### config.mk
export PLATFORM = sky130hd
export DESIGN_NAME = lsu_ctrl
export DESIGN_NICKNAME = d
export VERILOG_FILES = /design/src/rtl/lsu_pkg.sv /design/src/rtl/lsu_align.sv /design/src/rtl/lsu_ctrl.sv
export SDC_FILE = /design/constraint.sdc
export NUM_CORES = 1
export LEC_CHECK = 0
export ABC_AREA = 1
export BUFFER_PORTS_ARGS = -buffer_cell sky130_fd_sc_hd__buf_2
export CORE_ASPECT_RATIO = 1.2
export CORE_MARGIN = 4
export CORE_UTILIZATION = 47
export CTS_BUF_LIST = sky130_fd_sc_hd__clkbuf_4 sky130_fd_sc_hd__clkbuf_8
export CTS_CLUSTER_SIZE = 12
export DETAILED_ROUTE_END_ITERATION = 7
export MAX_ROUTING_LAYER = met4
export PLACE_DENSITY_LB_ADDON = 0.05
export RECOVER_POWER = 25
export SLEW_MARGIN = 20
export SYNTH_ARGS = -nofsm -noshare
export SYNTH_HDL_FRONTEND = slang
export SYNTH_SLANG_ARGS = --single-unit
### constraint.sdc
create_clock -name clk -period 3.5 [get_ports clk]
set_input_delay 0 -clock clk [delete_from_list [all_inputs] [get_ports clk]]
set_output_delay 0 -clock clk [all_outputs]
set_load 0.01 [all_outputs]
### src/rtl/lsu_pkg.sv
// Shared definitions for the load/store unit: funct3 codes and FSM state encoding.
package lsu_pkg;

    localparam logic [2:0] F3_B  = 3'b000;
    localparam logic [2:0] F3_H  = 3'b001;
    localparam logic [2:0] F3_W  = 3'b010;
    localparam logic [2:0] F3_BU = 3'b100;
    localparam logic [2:0] F3_HU = 3'b101;

    typedef enum logic [2:0] {
        IDLE = 3'd0,
        RD   = 3'd1,
        WR   = 3'd2,
        RESP = 3'd3,
        ERR  = 3'd4
    } state_t;

endpackage

### src/rtl/lsu_align.sv
// Lane handling for the LSU: merges store data into a full word and
// selects/extends load data from a full word (little-endian lanes).
module lsu_align
    import lsu_pkg::*;
(
    input  logic [31:0] word,
    input  logic [1:0]  addr_lo,
    input  logic [2:0]  funct3,
    input  logic [31:0] wdata,
    output logic [31:0] merged,
    output logic [31:0] load_data
);

    logic [7:0]  byte_sel;
    logic [15:0] half_sel;

    assign byte_sel = word[{addr_lo, 3'b000} +: 8];
    assign half_sel = word[{addr_lo[1], 4'b0000} +: 16];

    always_comb begin
        merged = word;
        case (funct3[1:0])
            2'b00:   merged[{addr_lo, 3'b000} +: 8]     = wdata[7:0];
            2'b01:   merged[{addr_lo[1], 4'b0000} +: 16] = wdata[15:0];
            default: merged = wdata;
        endcase
    end

    always_comb begin
        case (funct3)
            F3_B:    load_data = {{24{byte_sel[7]}}, byte_sel};
            F3_BU:   load_data = {24'h0, byte_sel};
            F3_H:    load_data = {{16{half_sel[15]}}, half_sel};
            F3_HU:   load_data = {16'h0, half_sel};
            default: load_data = word;
        endcase
    end

endmodule

### src/rtl/lsu_ctrl.sv
// Load/store unit in front of a full-word data memory without byte enables.
// Sub-word stores are read-modify-write; loads are extended before returning.
//
//   state | meaning
//   IDLE  | ready for a request
//   RD    | read target word into rd_q
//   WR    | write merged (or full) word, mem_we high
//   RESP  | successful response strobe
//   ERR   | error response strobe, no memory write
module lsu_ctrl #(
    parameter logic [31:0] ADDR_LIMIT = 32'h0000_0400,
    parameter int          DATA_W     = 32
) (
    input  logic              clk,
    input  logic              rst,
    input  logic              req_valid,
    output logic              req_ready,
    input  logic              req_we,
    input  logic [2:0]        req_funct3,
    input  logic [DATA_W-1:0] req_addr,
    input  logic [DATA_W-1:0] req_wdata,
    output logic              resp_valid,
    output logic [DATA_W-1:0] resp_rdata,
    output logic              resp_misaligned,
    output logic              resp_fault,
    output logic              mem_we,
    output logic [DATA_W-1:0] mem_addr,
    output logic [DATA_W-1:0] mem_wdata,
    input  logic [DATA_W-1:0] mem_rdata
);
    import lsu_pkg::*;

    state_t      state, state_nxt;
    logic [31:0] addr_q, wdata_q, rd_q;
    logic [2:0]  f3_q;
    logic        we_q, mis_q, fault_q;
    logic        accept, f3_legal, misal_raw, range_bad, req_mis, req_fault;
    logic [31:0] merged, load_data;

    assign accept = req_valid && (state == IDLE);

    // Priority: illegal funct3 > misaligned > out-of-range.
    always_comb begin
        if (req_we)
            f3_legal = req_funct3 inside {F3_B, F3_H, F3_W};
        else
            f3_legal = req_funct3 inside {F3_B, F3_H, F3_W, F3_BU, F3_HU};
        misal_raw = ((req_funct3[1:0] == 2'b01) && req_addr[0]) ||
                    ((req_funct3[1:0] == 2'b10) && (req_addr[1:0] != 2'b00));
        range_bad = req_addr >= ADDR_LIMIT;
        req_mis   = f3_legal && misal_raw;
        req_fault = !f3_legal || (!misal_raw && range_bad);
    end

    always_ff @(posedge clk or posedge rst) begin
        if (rst) state <= IDLE;
        else     state <= state_nxt;
    end

    always_ff @(posedge clk or posedge rst) begin
        if (rst) begin
            addr_q  <= '0;
            wdata_q <= '0;
            rd_q    <= '0;
            f3_q    <= '0;
            we_q    <= 1'b0;
            mis_q   <= 1'b0;
            fault_q <= 1'b0;
        end else begin
            if (accept) begin
                addr_q  <= req_addr;
                wdata_q <= req_wdata;
                f3_q    <= req_funct3;
                we_q    <= req_we;
                mis_q   <= req_mis;
                fault_q <= req_fault;
            end
            if (state == RD)
                rd_q <= mem_rdata;
        end
    end

    always_comb begin
        state_nxt = state;
        case (state)
            IDLE: if (accept) begin
                if (req_mis || req_fault)           state_nxt = ERR;
                else if (req_we && req_funct3 == F3_W) state_nxt = WR;
                else                                state_nxt = RD;
            end
            RD:       state_nxt = we_q ? WR : RESP;
            WR:       state_nxt = RESP;
            RESP:     state_nxt = IDLE;
            ERR:      state_nxt = IDLE;
            default:  state_nxt = IDLE;
        endcase
    end

    lsu_align u_align (
        .word      (rd_q),
        .addr_lo   (addr_q[1:0]),
        .funct3    (f3_q),
        .wdata     (wdata_q),
        .merged    (merged),
        .load_data (load_data)
    );

    always_comb begin
        req_ready       = (state == IDLE);
        resp_valid      = (state == RESP) || (state == ERR);
        resp_misaligned = (state == ERR) && mis_q;
        resp_fault      = (state == ERR) && fault_q;
        resp_rdata      = ((state == RESP) && !we_q) ? load_data : '0;
        mem_we          = (state == WR);
        mem_wdata       = (state == WR) ? merged : '0;
        mem_addr        = {addr_q[31:2], 2'b00};
    end

endmodule

**Word-level counts from Yosys, hierarchy flattened**

Cells that the tools add are included.

- Logic and storage cells: 67
- Register bits: 105
- Bits of input ports: 103

- Shift operators: 6
- Reductions and logical operators: 23
- Order comparisons: 1
- Muxes and demuxes: 12
- Equality and inequality tests: 15
- $add $sub $neg: 2

Operators by type and width:

| kind | count |
|---|---|
| $pmux W32 S4 | 1 |
| $bwmux W32 | 2 |
| $mux W32 | 2 |
| $pmux W32 S2 | 1 |
| $ge A32 B11 Y1 const B | 1 |
| $shift A16 B7 Y32 const A | 1 |
| $shift A8 B7 Y32 const A | 1 |
| $shiftx A16 B7 Y32 | 1 |
| $shiftx A32 B6 Y16 | 1 |
| $shiftx A32 B6 Y8 | 1 |
| $shiftx A8 B7 Y32 | 1 |
| $eq A3 B3 Y1 const B | 5 |
| $neg A5 Y7 | 2 |
| $eq A3 B1 Y1 const B | 3 |
| $eq A3 B2 Y1 const B | 3 |
| $logic_and A1 B1 Y1 | 9 |
| $logic_not A3 Y1 | 3 |
| $pmux W3 S3 | 1 |
| $mux W3 | 2 |
| $reduce_bool A5 Y1 | 1 |
| $eq A2 B1 Y1 const B | 2 |
| $logic_or A1 B1 Y1 | 4 |
| $logic_not A1 Y1 | 3 |
| $reduce_bool A3 Y1 | 1 |
| other kinds (6) | 7 |

**Longest topological paths before layout**

- Depth in word-level cells: 10
- Mapped depth: 10

**Hierarchy**

A second synthesis with hierarchy kept.

- Cell total of the unflattened synthesis: 1,063
- Area, all modules: 6,805.3 µm²

By module, submodules not included:

| module | sequential area each (µm²) | cells an instance | area an instance (µm²) | times used |
|---|---|---|---|---|
| lsu_ctrl | 2,627.5 | 659 | 4,916.0 | 1 |
| lsu_align | 0.0 | 404 | 1,889.3 | 1 |

**Worst setup path before layout**

OpenSTA, ideal clock, no wires.

- Kind: reg2out
- Start point: register addr_q[0]
- End point: output mem_wdata[0]
- Data required time: 3,500 ps
- Slack: 1,589 ps
- Arrival: 1,911 ps
- Cell stages (with the launch flop): 10
- Cells stage by stage: dfrtp_1 > buf_2 > inv_1 > ha_1 > clkbuf_1 > inv_1 > nand3_1 > nor2_1 > o21ai_0 > nor2_1

- Word-level cells in the longest chain between the ends: 5
- Elaborated cells on any way between the ends: 6

Ends and longest elaborated chain:

| what | RTL line | source |
|---|---|---|
| start, declared | lsu_ctrl.sv:34 | `logic [31:0] addr_q, wdata_q, rd_q;` |
| start signal, assigned | lsu_ctrl.sv:71 | `addr_q <= req_addr;` |
| $neg A5 Y7 (*) | lsu_align.sv:23 | `2'b00: merged[{addr_lo, 3'b000} +: 8] = wdata[7:0];` |
| $shiftx A8 B7 Y32 or $shift A8 B7 Y32 (tied branches) | lsu_align.sv:23 |  |
| $bwmux W32 (*) | lsu_align.sv:23 |  |
| $pmux W32 S2 (*) | lsu_align.sv:22 | `case (funct3[1:0])` |
| $mux W32 (*) | lsu_ctrl.sv:115 | `mem_wdata = (state == WR) ? merged : '0;` |
| end, declared | lsu_ctrl.sv:28 | `output logic [DATA_W-1:0] mem_wdata,` |

Every way passes the cells marked *; elsewhere a longest branch is shown, timed or not.

**Worst setup path in the final report**

- Start point: register addr_q[0]
- End point: output mem_wdata[2]

Same word-level chain as after synthesis.

==> summary.md <==
| Metric | Value |
|---|---|
| Outcome | `complete, but fails checks` |
| Failing checks | `capacitance limit, slew limit` |
| RSZ-0062 raised after global routing | `no` |
| CP Class | `reg2out` |
| Static Leakage | `4.22 nW` |
| CTS clk-pin slew, worst paths | `0.10 ns` |
| Most common cell after layout, fill and taps aside | `nand2_1` |
| Register area share after synthesis | `0.413` |
| Util after Layout | `0.629` |
| Share of synthesized registers carrying an async set or reset | `1.00` |
| Layout area overhead | `30.8%` |
| Worst Hold End | `addr_q[6]` |
| CP Max Fanout | `16` |
| Least-Margin Pin Slew | `1.56 ns` |
| Post-DP HPWL | `14600 µm` |
| Latest clock arrival within the worst-skew pair | `0.39 ns` |
| Avg Inst Size Synth | `7.09 µm²` |
| PwrDens | `773 nW/µm²` |
| Num CTS Buffers | `9` |
| Post-Syn Instances | `897` |
| Setup-failing EPs final | `0` |
| Vias per inst | `5.19` |
| CTS sink count | `105` |
| Die area | `15500 µm²` |
| Grt ovf | `0` |
| Critical path cell sequence | `inv_1 -> ha_1 -> inv_1 -> nand3_1 -> nor2_1 -> o21ai_0 -> nor2_1 -> buf_2` |
| Final hold vios | `0` |
| Die height | `135 µm` |
| Crit path arrival time | `2.85 ns` |
| Hold Path Class | `in2reg` |
| DRT Pass-1 Iters | `5` |
| Die width | `114 µm` |
| Fin nets | `1249` |
| Seq cells post-synth | `105` |
| CP delay by family, top | `flip-flops` |
| CTS resizes | `0` |
| Startpoint Class | `flip-flop` |
| GRT Util Overall | `0.285` |
| First-pass GRT wire length | `33900 µm` |
| Finished Cell Area | `8320 µm²` |
| CTS Root Cell | `clkbuf_8` |
| Top-area cell type share of the netlist area | `0.413` |
| Routed Antenna Nets | `0` |
| DRT iter0 DRCs | `521` |
| Max clock buf depth | `2` |
| Initial Util | `0.481` |
| CP required | `3.50 ns` |
| Max-slew headroom | `-0.0384` |
| Min Tclk post-route | `2.85 ns` |
| Post-synth EDFFs | `0` |
| Setup crit end kind | `output port` |
| Largest net degree at the start of global routing | `90` |
| Most frequent cells in the layout | `277 x nand2_1, 171 x buf_2, 105 x o21ai_0, 105 x dfrtp_1, 102 x dlygate4sd3_1` |
| Dominant cell type by area after synthesis | `dfrtp_1` |
| CP max stage delay | `0.64 ns` |
| WHS Path Cells | `4` |
| Most used DFF post-synth | `dfrtp_1` |
| Launch point of the worst hold path | `req_addr[6]` |
| Fin. max-slew vios | `74` |
| Share of layout cells above drive strength 1 | `0.191` |
| Total Neg Setup Slack | `0 ns` |
| Synth cell types | `34` |
| Register-to-Register Setup Slack | `1.57 ns` |
| RD Place Congestion | `0.928` |
| Number of global-route vias before repair | `6689` |
| Crit path buf inv count | `3` |
| # DRC | `0` |
| WL final | `21200 µm` |
| Final Skew | `0.00761 ns` |
| Worst VDD drop | `0.000571 V` |
| # H-tree levels | `3` |
| Ports | `204` |
| Detailed-route via count | `6810` |
| Diodes inserted | `0` |
| Core area | `13200 µm²` |
| Ys Warns | `0` |
| Cell area after synthesis | `6360 µm²` |
| Worst path slowest cell | `dfrtp_1` |
| Worst R2R Path Depth | `6` |
| Final Cycle Share | `0.815` |
| Max-cap violations | `1` |
| Row Count | `46` |
| Initial antenna violation count | `0` |
| Origin of the critical flop-to-flop path | `state[1]` |
| Largest cells by area after synthesis | `dfrtp_1 41%, nand2_1 16%, o21ai_0 8.3%` |
| Max Freq | `351 MHz` |
| TritonCTS clock tree | `yes` |
| IO buf count | `201` |
| Wirelength per Cell | `16.2 µm` |
| Placed Area | `7160 µm²` |
| FF-to-FF End | `addr_q[0]` |
==> metal layers <==
layer  wire length (µm)  share of wire  up-vias  global-route usage
met4                563          0.027        0               0.106
met1               8910           0.42     3129               0.373
li1                   -              -     3357                   -
met3               1600          0.075       42              0.0344
met5                  0              0        -                   -
met2              10100           0.48      282               0.455
==> state kept, by name, summed over array words and instances, names as in the netlist <==
register / count
state: 3
mis_q: 1
addr_q: 32
wdata_q: 32
rd_q: 32
fault_q: 1
f3_q: 3
we_q: 1
==> worst max-delay path by stage <==
| stage | startpoint | to | cells after the start | slack, ns |
|---|---|---|---|---|
| finish | addr_q[0] | mem_wdata[2] | 8 | 0.65 |
| global route | addr_q[0] | mem_wdata[2] | 8 | 0.46 |
| CTS | addr_q[0] | mem_wdata[1] | 8 | 0.73 |
| detailed placement | f3_q[1] | mem_wdata[6] | 7 | 1.17 |
| global placement | f3_q[1] | mem_wdata[7] | 7 | 1.23 |
| floorplan | rst | addr_q[0] | 1 | 0.74 |
==> power breakdown <==
group          leakage, nW  total [W]  internal [W]  switching (W)
Clock               0.0884   0.000722      0.000265       0.000457
Combinational         2.86    0.00322       0.00108        0.00214
Sequential            1.27    0.00249       0.00182       0.000673
Total                 4.22    0.00644       0.00317        0.00327
==> area by class of cell <==
type / count / area [µm²]
Clock inverter: 6 / 55.1
Sequential cell: 105 / 2630
Fill cell: 1266 / 4910
Timing Repair Buffer: 311 / 2050
Inverter: 80 / 303
Multi-Input combinational cell: 634 / 2950
Tap cell: 168 / 210
Clock buffer: 9 / 124
==> metrics by stage <==
step,total power (W),std cells,hold WS [ns],setup WS (ns)
finish,0.00644,1313,0.334,0.649
CTS,0.00644,1313,0.312,0.725
floorplan,0.00480,898,0.117,0.739
detailed placement,0.00561,1196,0.204,1.17
global placement,0.00558,1196,0.202,1.23
global route,0.00698,1313,0.344,0.456
==> Yosys cell counts (3+ instances only) <==
library cell / instances
a211oi_1: 6
a21oi_1: 50
a22oi_1: 5
a31oi_1: 3
buf_2: 17
buf_4: 35
buf_6: 5
clkbuf_1: 21
dfrtp_1: 105
ha_1: 5
inv_1: 73
inv_2: 6
nand2_1: 277
nand2_2: 5
nand3_1: 19
nor2_1: 92
nor2_4: 4
o211ai_1: 24
o21ai_0: 105
o22ai_1: 18
o311ai_0: 4
==> worst register-to-register path, cell delays in order (launching register included) <==
cell and delay [ns]:
dfrtp_1 0.43, nor2_1 0.16, nand2_1 0.15, nor2_4 0.12, buf_4 0.66, nand2_1 0.20
o21ai_0 0.13
==> timing repair <==
item | in CTS | in global routing
hold buffers | 102 | 0
endpoints found under the hold margin | 173 | 0
buffers inserted | 0 | 0
==> kinds of logic after synthesis <==
family	count (synthesis)	synth area share
and+or+nand+nor	407	0.256
AOI/OAI and AO/OA	220	0.196
buffers and inverters	159	0.124
DFF	105	0.413
adders and majority gates	5	0.00983
other	1	0.000590
No activity file was read; power rests on OpenSTA's default activity.
